File: src/rtl/crc5_decode_if.sv
// Handshake bundle between the bit-unstuffer / protocol handler side and the
// token CRC5 receiver.
interface crc5_decode_if #(
    parameter int PKT_LEN = 19
);
    logic               pkt_start;
    logic               in_bit;
    logic               in_valid;
    logic               pkt_end;
    logic               ph_ack;
    logic [PKT_LEN-1:0] pkt_out;
    logic               pkt_valid;
    logic               crc_ok;
    logic               len_err;
    logic               pid_err;

    modport master (
        output pkt_start, in_bit, in_valid, pkt_end, ph_ack,
        input  pkt_out, pkt_valid, crc_ok, len_err, pid_err
    );

    modport slave (
        input  pkt_start, in_bit, in_valid, pkt_end, ph_ack,
        output pkt_out, pkt_valid, crc_ok, len_err, pid_err
    );
endinterface

File: src/rtl/crc5_decode.sv
// USB token receiver: reassembles PID+addr/endp from the de-stuffed stream and
// checks CRC5. Optional PID nibble check enabled by CRC5_DECODE_PID_CHECK_EN.
module crc5_decode #(
    parameter int PKT_LEN = 19,
    parameter int PID_LEN = 8,
    parameter int CRC_LEN = 5
) (
    input  logic          clock,
    input  logic          reset,
    crc5_decode_if.slave  bus
);
    typedef enum logic [2:0] {
        IDLE, RECV_PID, RECV_DATA, RECV_CRC, WAIT_EOP, DONE
    } state_t;

    localparam logic [4:0] PID_LAST  = 5'(PID_LEN - 1);
    localparam logic [4:0] DATA_LAST = 5'(PKT_LEN - 1);
    localparam logic [4:0] CRC_FIRST = 5'(PKT_LEN);
    localparam logic [4:0] CRC_LAST  = 5'(PKT_LEN + CRC_LEN - 1);

    state_t             state_reg;
    logic [4:0]         cnt_reg;
    logic [4:0]         lfsr_reg;
    logic [PKT_LEN-1:0] pkt_out_reg;
    logic               crc_bad_reg;
    logic               len_err_reg;
    logic               pid_err_reg;
    logic               pkt_valid_reg;
    logic               crc_ok_reg;

    logic       receiving;
    logic       start_now;
    logic       len_err_next;
    logic       feedback;
    logic       pid_mismatch;
    logic       crc_exp;
    logic [2:0] crc_idx;
    logic [4:0] lfsr_next;
    logic [4:0] crc_cmp;
    logic [4:0] cnt_inc;

    assign receiving = (state_reg == RECV_PID) || (state_reg == RECV_DATA) ||
                       (state_reg == RECV_CRC) || (state_reg == WAIT_EOP);
    // pkt_end wins over a simultaneous pkt_start; DONE never restarts.
    assign start_now = bus.pkt_start &&
                       ((state_reg == IDLE) || (receiving && !bus.pkt_end));
    assign len_err_next = len_err_reg || (state_reg != WAIT_EOP);
    assign cnt_inc = (cnt_reg == 5'd31) ? cnt_reg : cnt_reg + 5'd1;

    assign feedback  = bus.in_bit ^ lfsr_reg[4];
    assign lfsr_next = {lfsr_reg[3], lfsr_reg[2], lfsr_reg[1] ^ feedback,
                        lfsr_reg[0], feedback};

    // Element j of the compare register is ~x_j and is the j-th CRC bit received.
    for (genvar gi = 0; gi < 5; gi++) begin : g_cmp
        assign crc_cmp[gi] = ~lfsr_reg[gi];
    end
    assign crc_idx = 3'(cnt_reg - CRC_FIRST);
    assign crc_exp = crc_cmp[crc_idx];

`ifdef CRC5_DECODE_PID_CHECK_EN
    logic [PID_LEN-1:0] pid_word;
    assign pid_word     = {bus.in_bit, pkt_out_reg[PID_LEN-2:0]};
    assign pid_mismatch = pid_word[7:4] != ~pid_word[3:0];
`else
    assign pid_mismatch = 1'b0;
`endif

    always_ff @(posedge clock) begin
        if (reset) begin
            state_reg     <= IDLE;
            cnt_reg       <= '0;
            lfsr_reg      <= 5'b11111;
            pkt_out_reg   <= '0;
            crc_bad_reg   <= 1'b0;
            len_err_reg   <= 1'b0;
            pid_err_reg   <= 1'b0;
            pkt_valid_reg <= 1'b0;
            crc_ok_reg    <= 1'b0;
        end else if (start_now) begin
            state_reg   <= RECV_PID;
            cnt_reg     <= '0;
            lfsr_reg    <= 5'b11111;
            pkt_out_reg <= '0;
            crc_bad_reg <= 1'b0;
            len_err_reg <= 1'b0;
            pid_err_reg <= 1'b0;
            crc_ok_reg  <= 1'b0;
        end else begin
            case (state_reg)
                IDLE: ;
                RECV_PID, RECV_DATA, RECV_CRC, WAIT_EOP: begin
                    if (bus.pkt_end) begin
                        state_reg     <= DONE;
                        pkt_valid_reg <= 1'b1;
                        len_err_reg   <= len_err_next;
                        crc_ok_reg    <= ~crc_bad_reg & ~len_err_next & ~pid_err_reg;
                    end else if (bus.in_valid) begin
                        cnt_reg <= cnt_inc;
                        case (state_reg)
                            RECV_PID: begin
                                pkt_out_reg[cnt_reg] <= bus.in_bit;
                                if (cnt_reg == PID_LAST) begin
                                    state_reg   <= RECV_DATA;
                                    pid_err_reg <= pid_mismatch;
                                end
                            end
                            RECV_DATA: begin
                                pkt_out_reg[cnt_reg] <= bus.in_bit;
                                lfsr_reg             <= lfsr_next;
                                if (cnt_reg == DATA_LAST)
                                    state_reg <= RECV_CRC;
                            end
                            RECV_CRC: begin
                                if (bus.in_bit != crc_exp)
                                    crc_bad_reg <= 1'b1;
                                if (cnt_reg == CRC_LAST)
                                    state_reg <= WAIT_EOP;
                            end
                            default: len_err_reg <= 1'b1;
                        endcase
                    end
                end
                DONE: begin
                    if (bus.ph_ack) begin
                        state_reg     <= IDLE;
                        pkt_valid_reg <= 1'b0;
                    end
                end
                default: state_reg <= IDLE;
            endcase
        end
    end

    assign bus.pkt_out   = pkt_out_reg;
    assign bus.pkt_valid = pkt_valid_reg;
    assign bus.crc_ok    = crc_ok_reg;
    assign bus.len_err   = len_err_reg;
    assign bus.pid_err   = pid_err_reg;
endmodule

File: src/flat_wrapper.sv
// flat-port wrapper written by rule: the top's interface ports become plain ports
module crc5_decode_flat 
#(
    parameter int PKT_LEN = 19,
    parameter int PID_LEN = 8,
    parameter int CRC_LEN = 5
)
  (clock, reset, bus_pkt_start, bus_in_bit, bus_in_valid, bus_pkt_end, bus_ph_ack, bus_pkt_out, bus_pkt_valid, bus_crc_ok, bus_len_err, bus_pid_err);
  crc5_decode_if #(.PKT_LEN(PKT_LEN)) bus_i ();
  input  logic clock;
  input  logic reset;
  input wire logic [$bits(bus_i.pkt_start)-1:0] bus_pkt_start;
  input wire logic [$bits(bus_i.in_bit)-1:0] bus_in_bit;
  input wire logic [$bits(bus_i.in_valid)-1:0] bus_in_valid;
  input wire logic [$bits(bus_i.pkt_end)-1:0] bus_pkt_end;
  input wire logic [$bits(bus_i.ph_ack)-1:0] bus_ph_ack;
  output wire logic [$bits(bus_i.pkt_out)-1:0] bus_pkt_out;
  output wire logic [$bits(bus_i.pkt_valid)-1:0] bus_pkt_valid;
  output wire logic [$bits(bus_i.crc_ok)-1:0] bus_crc_ok;
  output wire logic [$bits(bus_i.len_err)-1:0] bus_len_err;
  output wire logic [$bits(bus_i.pid_err)-1:0] bus_pid_err;
  assign bus_i.pkt_start = bus_pkt_start;
  assign bus_i.in_bit = bus_in_bit;
  assign bus_i.in_valid = bus_in_valid;
  assign bus_i.pkt_end = bus_pkt_end;
  assign bus_i.ph_ack = bus_ph_ack;
  assign bus_pkt_out = bus_i.pkt_out;
  assign bus_pkt_valid = bus_i.pkt_valid;
  assign bus_crc_ok = bus_i.crc_ok;
  assign bus_len_err = bus_i.len_err;
  assign bus_pid_err = bus_i.pid_err;
  crc5_decode #(.PKT_LEN(PKT_LEN), .PID_LEN(PID_LEN), .CRC_LEN(CRC_LEN)) u_core (.clock(clock), .reset(reset), .bus(bus_i));
endmodule
File: config.mk
export PLATFORM = sky130hd
export DESIGN_NAME = crc5_decode_flat
export DESIGN_NICKNAME = d
export VERILOG_FILES = /design/src/rtl/crc5_decode_if.sv /design/src/rtl/crc5_decode.sv /design/src/flat_wrapper.sv
export SDC_FILE = /design/constraint.sdc
export NUM_CORES = 1
export LEC_CHECK = 0
export BUFFER_PORTS_ARGS = -buffer_cell sky130_fd_sc_hd__buf_4
export CORE_MARGIN = 2
export CORE_UTILIZATION = 35
export DETAILED_ROUTE_END_ITERATION = 6
export HOLD_SLACK_MARGIN = 0.1
export PLACE_DENSITY = 0.62
export SYNTH_ARGS = -nofsm -noshare
export SYNTH_HDL_FRONTEND = slang
export SYNTH_SLANG_ARGS = --single-unit
File: constraint.sdc
create_clock -name clock -period 2.2 [get_ports clock]
set_input_delay 0.22 -clock clock [delete_from_list [all_inputs] [get_ports clock]]
set_output_delay 0.22 -clock clock [all_outputs]
set_load 0.1 [all_outputs]
==> Yosys cells after proc, flatten, opt, wreduce, memory -nomap -nowiden <==
Index checks and enable logic that the tools add are counted.
{ "classes": {"n_addsub": 2, "n_mul": 0, "n_div": 0, "magnitude_cmp": 3, "eq_ne": 26, "shift": 0, "n_mux": 20, "bitwise_logic": 14, "n_reduce_logical": 25} }
{ "ops": {"columns": ["operator", "count"], "rows": [
  ["$bwmux W19", 1],
  ["$mux W3", 6],
  ["$pmux W3 S3", 2],
  ["$reduce_and A4 Y1", 4],
  ["$eq A5 B5 Y1 const B", 3],
  ["$ne A5 B4 Y1 const B", 3],
  ["$reduce_and A7 Y1", 2],
  ["$ne A4 B4 Y1 const B", 3],
  ["$not A1 Y1", 11],
  ["$mux W1", 8],
  ["$eq A3 B2 Y1 const B", 2],
  ["$eq A3 B3 Y1 const B", 2],
  ["$lt A5 B6 Y1 const B", 1],
  ["$ne A3 B3 Y1 const B", 2],
  ["$ne A6 B2 Y1 const B", 1],
  ["$add A5 B1 Y5 const B", 1],
  ["$demux W1 S5", 1],
  ["$eq A5 B3 Y1 const B", 1],
  ["$ge A5 B1 Y1 const B", 1],
  ["$logic_or A1 B1 Y1", 5],
  ["$ne A5 B2 Y1 const B", 1],
  ["$reduce_and A5 Y1", 1],
  ["$lt A3 B4 Y1 const B", 1],
  ["$ne A2 B1 Y1 const B", 2],
  ["19 further kinds", 25]
]} }
{ "totals": {"ff_bits": 36, "latchBits": 0, "mem_bits_rw": 0, "romBits": 0, "out_inout_bits": 23, "elab_cells": 99, "mem_count": 0} }

==> Logic depth before layout (Yosys ltp) <==
Gate-level depths: netlist of run 1.
{ "depth": {"word_depth": 9, "mapped_depth": 7} }

==> Least setup slack after synthesis of run 1 <==
OpenSTA, ideal clock, no wires.
{ "synth_path": {"kind": "flip-flop to flip-flop", "start": "register u_core.cnt_reg[0]", "end": "register u_core.cnt_reg[3]", "t_arrival_ps": 1771, "required_ps": 2083, "setup_slack_ps": 312, "stages_incl_launch_ff": 8, "path_cell_list": "dfxtp_1 > ha_1 > and3_1 > ha_1 > nor4b_4 > nand4_1 > xnor2_1 > nor2_1"} }
{ "synth_between": {"elab_chain_cells": 3} }
{ "synth_rtl": {"columns": ["element", "line_no", "source"], "rows": [
  ["start: declaration", "crc5_decode.sv:22", "logic [4:0] cnt_reg;"],
  ["start signal: assignment", "crc5_decode.sv:99", "cnt_reg <= cnt_inc;"],
  ["parallel branches: the longest is 3 deep, another holds $add A5 B1 Y5", null, null]
]} }
Parallel ways; which one is timed is not known.
A chain may end at the register's enable or synchronous reset.

==> Final worst setup path of run 1 <==
{ "layout_path": {"start": "register u_core.cnt_reg[0]", "end": "register u_core.state_reg[1]"} }
{ "layout_between": {"elab_chain_cells": 3} }
{ "layout_rtl": {"columns": ["element", "line_no", "source"], "rows": [
  ["$eq A5 B3 Y1, or another cell as far along", "crc5_decode.sv:103", "if (cnt_reg == PID_LAST) begin"],
  ["$ne A4 B4 Y1 (no source line)", null, null],
  ["$reduce_and A7 Y1 (no source line) (*)", null, null],
  ["end signal: assignment", "crc5_decode.sv:104", "state_reg <= RECV_DATA;"],
  ["end signal: assignment", "crc5_decode.sv:112", "state_reg <= RECV_CRC;"],
  ["end signal: assignment", "crc5_decode.sv:118", "state_reg <= WAIT_EOP;"],
  ["end: declaration", "crc5_decode.sv:21", "state_t state_reg;"]
]} }
Mark *: on every way between the ends. The rest lies on a longest branch, timed or not.

==> results.yml, run 1 <==
synthesis:
  synth_common_cells: "46 x nand2_1, 36 x dfxtp_1, 28 x a21oi_1, 20 x nand3_1, 17 x nor2_1"
  syn_inst: 244
  ys_seq_elements: 36
  ys_warn_count: 0
  synth_edf_count: 0
  synth_top_area_share_pct: 35.75
  avgSynthCellArea_um2: 8.261
  yosysTopAreaCell: "dfxtp_1"
  yosysSeqAreaShare_pct: 35.75
  synth.cell_area_um2: 2016
  syn_nets: 256
  synthArstFlopShare_pct: 0
  synth.most_common_cell: "nand2_1"
  synth_flop_cell: "dfxtp_1"
  synth_cell_types: 47
  synthTopCellsByArea: "dfxtp_1 36%, nand2_1 8.6%, a21oi_1 7.0%"
worst_setup_path:
  rrSetupSlack_ns: 0.19
  cp_max_fo: 7
  crit_required_ns: 2.38
  r2r-start: "u_core.cnt_reg[0]"
  reg2reg_depth: 7
  arrival_ns: 2.19
  endpoint_kind: "register"
  crit_type: "register to register"
  rr_endpoint: "u_core.state_reg[1]"
  start_kind: "register"
power:
  comb_power_share_pct: 14.4
  power.static_leakage_nw: 0.8434
  seqPwrFrac_pct: 49.2
  switching_share_pct: 28.12
  switchingPower_uw: 384.9
  p_clk_share_pct: 36.4
  internal-power_uw: 983.7
  finalPower_mw: 1.369
  pwr_density_cell_nw_per_um2: 565.6
  peakVddDrop_mv: 0.2301
die:
  io_pins: 30
  die_area_um2: 6382
  die_y_um: 79.89
  start_util_pct: 36.38
  coreArea_um2: 5540
  die_x_um: 79.89
  rows: 27
timing:
  setup_ws_ns: 0.1865
  setup_viol: 0
  fin_crit_sh_pct: 91.52
  finalClockSkew_ns: 0.007959
  relSlewSlack_pct: 49.81
  max_freq_mhz: 496.6
  hold_viol_final: 0
  drv_slew: 0
  rsz0062_at_grt: "no"
  final.setup.tns_ns: 0
  layout_min_cycle_time_ns: 2.014
  worst_pin_slew_ns: 0.7512
clock_network:
  cts-buffers-inserted: 5
  cts_htree_levels: 2
  cts_tree: "yes"
  cts_hold_buffers: 0
  ctsResizeCount: 0
  clock_path_buffers: 2
  clock-sinks: 36
  clk_latency_ns: 0.29
  clk_pin_slew_ns: 0.08
  cts-root-buf: "clkbuf_8"
  postCtsSetupBuffers: 0
cells_and_area:
  num_antenna_cells: 0
  nets: 287
  largest_register_ffs: 19
  fin_util_pct: 43.68
  syn2layout_area_growth_pct: 20.05
  layout-drive-gt1-share_pct: 21.38
detailed_routing:
  dr.first_iter.drc_count: 120
  drtPass1Iterations: 4
  postRouteAntennaNets: 0
  finalWirelength_um: 4450
  routed_via_density: 5.063
  wl_per_cell_um: 12.79
  drc: 0
  vias: 1762
global_route:
  grt_pass1_vias: 1703
  grt_pass1_wl_um: 7769
  grt_max_degree: 29
  grt_antenna_before_repair: 0
  track_usage_pct: 15.45
  grt-ovfl-total: 0
  grt_util_met3_pct: 3.167
  grtUsageMet1_pct: 20.28
  grt-busiest-layer: "met2"
  met2_usage_pct: 24.75
placed_design:
  globalplace.congestion: 0.8162
  pre_cts_ws_ns: 0.2343
  dpl.hpwl_um: 3093
  port_buffers: 28
flow_run:
  drv_cap: 0
status:
  outcome: "completed"
min_path:
  whs_endpoint: "u_core.bus.pkt_valid"
  holdPathStages: 2
  min_path_type: "input port to register"
  min_from: "reset"
[cells in the final DEF, fill, tap and decap left out, types with 6 or more instances in the layout]
| cell | n |
|---|---|
| dfxtp_1 | 36 |
| nand3_1 | 20 |
| nor2_1 | 17 |
| inv_1 | 6 |
| clkbuf_8 | 6 |
| a21oi_1 | 28 |
| buf_4 | 41 |
| o21ai_0 | 6 |
| nand2_1 | 46 |
| mux2i_1 | 7 |
[routing by layer]
layer / vias to the layer above / routed length [µm]
li1: 905 / -
met1: 817 / 2194
met2: 36 / 2010
met3: 4 / 172
met4: 0 / 73
met5: - / 0
[critical path: stages, from the launching register on]
cell	delay (ns)
dfxtp_1	0.49
inv_1	0.11
ha_1	0.23
nor4bb_1	0.15
a2111o_1	0.43
nand3_1	0.16
a21oi_1	0.06
o221a_2	0.27
[layout make-up]
class,count,area [µm²]
Timing Repair Buffer,41,307.8
Tap cell,72,90.09
Fill cell,578,3120
Inverter,6,22.52
Clock buffer,7,86.33
Clock inverter,1,7.507
Sequential cell,36,720.7
Multi-Input combinational cell,185,1185
[power groups by stage]
| stage | Clock (mW) | Sequential, mW | Combinational (mW) |
|---|---|---|---|
| after floorplan | 0 | 0.701 | 0.141 |
| after global placement | 0 | 0.688 | 0.196 |
| after detailed placement | 0 | 0.688 | 0.198 |
| after CTS | 0.517 | 0.672 | 0.199 |
| after global routing | 0.531 | 0.675 | 0.216 |
| final | 0.498 | 0.673 | 0.198 |
[worst max-delay path by stage]
stage / from / cells past startpoint / endpoint
floorplan: u_core.cnt_reg[0] / 7 / u_core.cnt_reg[3]
global placement: u_core.cnt_reg[0] / 7 / u_core.cnt_reg[3]
detailed placement: u_core.cnt_reg[0] / 7 / u_core.cnt_reg[3]
CTS: u_core.cnt_reg[0] / 7 / u_core.state_reg[1]
global route: u_core.cnt_reg[0] / 7 / u_core.cnt_reg[3]
finish: u_core.cnt_reg[0] / 7 / u_core.state_reg[1]
[per-stage QoR]
step                      std cells  hold WS, ns  area, µm²
final                           348       0.1346       2420
after global routing            348       0.1323       2420
after CTS                       348       0.1215       2420
after detailed placement        340       0.4296       2326
after global placement          340       0.4222       2326
after floorplan                 244       0.2985       2016
[cells by family (layout without fill, tap and decap cells)]
logic type,Yosys count,after routing,share of synthesized area [%]
DFF,36,36,35.75
buffers and inverters,23,55,5.462
other,1,1,0.1860
adders and majority gates,5,5,3.104
AOI/OAI and AO/OA,47,47,13.47
and+or+nand+nor,116,116,33.02
xor gates and xnor gates,8,8,4.407
muxes,8,8,4.593
(Power assumes the default switching activity.)
==> run 2: changes to the inputs <==
- CTS_BUF_LIST: not set -> sky130_fd_sc_hd__clkbuf_2
- RECOVER_POWER: not set -> 100
==> run 2 against run 1 <==
Power shrank 14%. Final area shrank 6.5%. Non-clock buffer count up 1. Worst hold slack improved by 0.025 ns. Via count is 0.68% higher. Global-route usage is 0.14 points lower. Routed wire length decreased by 0.61%. Clock power shrank 37%. Fmax rose by 0.12%. Sequential share of layout area grew 2.1 points. Register-to-register slack barely moved. Combinational power shrank 6%. Critical path type unchanged. Critical endpoint unchanged. Highest routed layer unchanged.
==> results.yml, run 2 (synthesis gave the netlist of run 1 again) <==
worst_setup_path:
  reg2reg_depth: 7
  critPathLaunch: "u_core.cnt_reg[0]"
  rrSetupSlack_ns: 0.19
  rr_endpoint: "u_core.state_reg[1]"
  endpoint_kind: "register"
  crit_path_end: "u_core.state_reg[1]"
  crit_type: "register to register"
  arrival_ns: 2.31
  start_kind: "register"
  r2r-start: "u_core.cnt_reg[0]"
  cp_max_fo: 7
  crit_required_ns: 2.50
die:
  io_pins: 30
  die_y_um: 79.89
  die_area_um2: 6382
  die_x_um: 79.89
  start_util_pct: 36.38
  coreArea_um2: 5540
  rows: 27
cells_and_area:
  multiInputGateArea_um2: 1144
  stdcell_area_um2: 2262
  layout_commonest_cell: "nand2_1"
  nets: 288
  largest_register_ffs: 19
  layout-drive-gt1-share_pct: 16.61
  final_cell_mix: "46 x nand2_1, 36 x dfxtp_1, 28 x a21oi_1, 20 x nand3_1, 19 x clkbuf_2"
  stdcell_count: 349
  num_antenna_cells: 0
  syn2layout_area_growth_pct: 12.23
  fin_util_pct: 40.83
  register_area_um2: 720.7
  fillers: 599
clock_network:
  clk_latency_ns: 0.40
  ctsResizeCount: 0
  cts-buffers-inserted: 5
  clock_path_buffers: 2
  clock-sinks: 36
  postCtsSetupBuffers: 0
  cts_htree_levels: 2
  cts_hold_buffers: 1
  cts_tree: "yes"
  clk_pin_slew_ns: 0.19
  cts-root-buf: "clkbuf_2"
detailed_routing:
  vias: 1774
  drc: 0
  routed_via_density: 5.083
  dr.first_iter.drc_count: 118
  wl_per_cell_um: 12.67
  postRouteAntennaNets: 0
  finalWirelength_um: 4423
  drtPass1Iterations: 6
timing:
  layout_min_cycle_time_ns: 2.011
  drv_slew: 0
  max_freq_mhz: 497.2
  setup_viol: 0
  finalClockSkew_ns: 0.01938
  setup_ws_ns: 0.1889
  relSlewSlack_pct: 22.00
  hold_viol_final: 0
  fin_crit_sh_pct: 91.41
  worst_pin_slew_ns: 1.175
  final.setup.tns_ns: 0
  rsz0062_at_grt: "no"
placed_design:
  pre_cts_ws_ns: 0.2343
  port_buffers: 28
  dpl.hpwl_um: 3093
  placed_cells: 340
  globalplace.congestion: 0.8162
  place_area_um2: 2326
global_route:
  grt-ovfl-total: 0
  grt_pass1_vias: 1689
  grt_max_degree: 29
  grt_pass1_wl_um: 7755
  grt_antenna_before_repair: 0
  track_usage_pct: 15.31
flow_run:
  drv_cap: 0
min_path:
  min_path_type: "input port to register"
  min_from: "bus_ph_ack"
power:
  peakVddDrop_mv: 0.2172
  pwr_density_cell_nw_per_um2: 518.1
  power.static_leakage_nw: 0.7603
status:
  outcome: "completed"
run 2: changes by cell type in the layout (fill, tap and decap cells not counted), moves of 2 or more:
cell      previous run  this run
buf_4               41        17
clkbuf_1             1        10
clkbuf_8             6         0
nor4b_4              5         3
nor4b_1              0         2
clkbuf_2             0        19
run 2: how the worst min path moves through the flow:
stage,depth (start not counted),end
final,4,u_core.bus.pkt_valid
after global routing,3,u_core.bus.pkt_out[1]
after CTS,4,u_core.bus.pkt_valid
after detailed placement,2,u_core.bus.pkt_valid
after global placement,2,u_core.state_reg[0]
after floorplan,1,u_core.state_reg[0]
run 2: area by class of cell:
type / instances / share of cell area [%]
timing repair buffer: 42 / 10.79
clock inverter: 2 / 0.4978
clock buffer: 6 / 1.327
tap: 72 / 3.982
sequential: 36 / 31.86
multi-input combinational: 185 / 50.55
inverter: 6 / 0.9956
run 2: metal layers:
metal	global-route usage (%)	vias to the layer above	routed length, µm
met2	23.92	28	1984
met4	5.085	0	42
li1	-	912	-
met3	3.507	4	160
met1	20.77	830	2236
met5	0	-	0
run 2: worst max-delay path, cell delays in order, from the launching register on:
cell and delay (ns):
dfxtp_1 0.53, inv_1 0.11, ha_1 0.23, nor4bb_1 0.15
a2111o_1 0.43, nand3_1 0.15, a21oi_1 0.06, o221a_2 0.26
run 2: metrics by stage:
stage          hold WS (ns)  total power [mW]
2_1_floorplan        0.2985            0.8426
3_3_place_gp         0.4222            0.8835
3_5_place_dp         0.4296            0.8854
4_1_cts              0.1350             1.201
5_1_grt              0.1865             1.228
6_report             0.1596             1.172
run 2: power breakdown:
group          switching (mW)  internal, mW  leakage [nW]
registers              0.0137         0.660         0.291
logic                   0.121        0.0647         0.443
clock network           0.233        0.0793        0.0266
total                   0.368         0.804         0.760
==> run 3: changes to the inputs <==
==> constraint.sdc (replaced) <==
create_clock -name clock -period 2.2 [get_ports clock]
set_input_delay 0.11 -clock clock [delete_from_list [all_inputs] [get_ports clock]]
set_output_delay 0.11 -clock clock [all_outputs]
set_load 0.1 [all_outputs]
==> run 3 against run 2 <==
Final area is 3.9% higher. Clock skew fell by 0.0058 ns. Worst hold slack gained 0.087 ns. Critical path type unchanged.
==> results.yml, run 3 (synthesis gave the netlist of run 1 again) <==
timing:
  finalClockSkew_ns: 0.01357
  drv_slew: 0
  hold_viol_final: 0
  final.setup.tns_ns: 0
  max_freq_mhz: 504.8
  fin_crit_sh_pct: 90.05
  rsz0062_at_grt: "no"
  setup_ws_ns: 0.2190
  layout_min_cycle_time_ns: 1.981
  worst_pin_slew_ns: 1.182
  relSlewSlack_pct: 21.53
  setup_viol: 0
placed_design:
  pre_cts_ws_ns: 0.2415
  port_buffers: 28
  dpl.hpwl_um: 3093
  placed_cells: 336
  place_area_um2: 2308
  globalplace.congestion: 0.8053
worst_setup_path:
  endpoint_kind: "register"
  slowest_stage: "dfxtp_1"
  cpPeakStageDelay_ns: 0.51
  path_cells: "inv_1 > ha_1 > nor4bb_1 > a2111o_1 > nand3_1 > a21oi_1 > o221a_2"
  cpLargestDelayFamily: "compound AO/OA/AOI/OAI gates"
  cp_max_fo: 7
  crit_required_ns: 2.50
  arrival_ns: 2.28
  crit_type: "register to register"
  start_kind: "register"
  cp_num_buf_inv: 1
status:
  outcome: "completed"
power:
  p_clk_share_pct: 32.7
  seqPwrFrac_pct: 51.9
  pwr_density_cell_nw_per_um2: 552.8
  internal-power_uw: 928.8
  comb_power_share_pct: 15.5
  peakVddDrop_mv: 0.2374
  switchingPower_uw: 370.7
  power.static_leakage_nw: 0.7576
  switching_share_pct: 28.53
global_route:
  grt_pass1_wl_um: 7886
  grtUsageMet1_pct: 21.81
  grt-ovfl-total: 0
  grt_max_degree: 29
  grt-busiest-layer: "met2"
  met2_usage_pct: 23.50
  grt_pass1_vias: 1667
  grt_antenna_before_repair: 0
  grt_util_met3_pct: 3.394
  track_usage_pct: 15.45
detailed_routing:
  vias: 1788
  dr.first_iter.drc_count: 119
  wl_per_cell_um: 12.87
  postRouteAntennaNets: 0
  drtPass1Iterations: 4
  routed_via_density: 5.109
  finalWirelength_um: 4504
  drc: 0
cells_and_area:
  syn2layout_area_growth_pct: 16.64
  register_area_um2: 720.7
  layout-drive-gt1-share_pct: 12.23
  multiInputGateArea_um2: 1185
  stdcell_area_um2: 2351
  layout_commonest_cell: "nand2_1"
  nets: 289
  stdcell_count: 350
  num_antenna_cells: 0
  final_cell_mix: "46 x nand2_1, 36 x dfxtp_1, 28 x a21oi_1, 22 x clkbuf_1, 20 x nand3_1"
  fillers: 591
  largest_register_ffs: 19
die:
  die_y_um: 79.89
  die_x_um: 79.89
  start_util_pct: 36.38
  die_area_um2: 6382
  io_pins: 30
  coreArea_um2: 5540
  rows: 27
clock_network:
  cts_hold_buffers: 6
  clock_path_buffers: 2
  postCtsSetupBuffers: 0
  cts-buffers-inserted: 5
  cts_tree: "yes"
  cts_htree_levels: 2
  clock-sinks: 36
  cts-root-buf: "clkbuf_2"
  clk_latency_ns: 0.38
  clk_pin_slew_ns: 0.18
  ctsResizeCount: 0
min_path:
  min_path_type: "input port to register"
flow_run:
  drv_cap: 0
==> run 3: cell count changes in the layout (fill, tap and decap cells not counted), moves of 2 or more <==
cell           before  now
clkbuf_2           19    6
dlygate4sd3_1       1    6
buf_4              17   14
nor4b_1             2    0
clkbuf_1           10   22
nor4b_4             3    5
==> run 3: final timing paths <==
path	startpoint	end	slack [ns]	cells after the start
worst min-delay path	bus_in_valid	u_core.state_reg[2]	0.25	4
worst min register to register	u_core.bus.pkt_out[14]	u_core.bus.pkt_out[14]	0.47	2
worst max-delay path	u_core.cnt_reg[0]	u_core.state_reg[1]	0.22	7
worst max register to register	u_core.cnt_reg[0]	u_core.state_reg[1]	0.22	7
==> run 3: cell type report <==
| type | count | area share, % |
|---|---|---|
| inverters | 6 | 0.9580 |
| repair buffers | 43 | 11.39 |
| clock inverters | 2 | 1.490 |
| flip-flops and latches | 36 | 30.65 |
| well taps | 72 | 3.832 |
| multi-input cells | 185 | 50.40 |
| clock buffers | 6 | 1.277 |
==> run 3: power groups by stage <==
stage	logic (mW)	registers, mW	clock network, mW
CTS	0.204	0.674	0.441
floorplan	0.141	0.701	0
detailed placement	0.194	0.687	0
finish	0.201	0.674	0.424
global placement	0.193	0.687	0
global route	0.221	0.677	0.465
==> run 3: through the flow <==
| stage | utilization [%] | power, mW | hold slack (ns) |
|---|---|---|---|
| 2_1_floorplan | - | 0.8426 | 0.1885 |
| 3_3_place_gp | 41.67 | 0.8805 | 0.3151 |
| 3_5_place_dp | 41.67 | 0.8819 | 0.3151 |
| 4_1_cts | 43.93 | 1.319 | 0.2178 |
| 5_1_grt | 42.43 | 1.362 | 0.2772 |
| 6_report | 42.43 | 1.300 | 0.2466 |
==> run 3: metal layers <==
metal | part of all wire, % | wire (µm)
met4 | 1.2 | 55
met2 | 45 | 2041
met3 | 4.0 | 179
met1 | 49 | 2227
met5 | 0 | 0
==> run 3: worst reg2reg max path, stage by stage (launching register included) <==
cell	delay [ns]
dfxtp_1	0.51
inv_1	0.10
ha_1	0.23
nor4bb_1	0.16
a2111o_1	0.44
nand3_1	0.15
a21oi_1	0.06
o221a_2	0.26
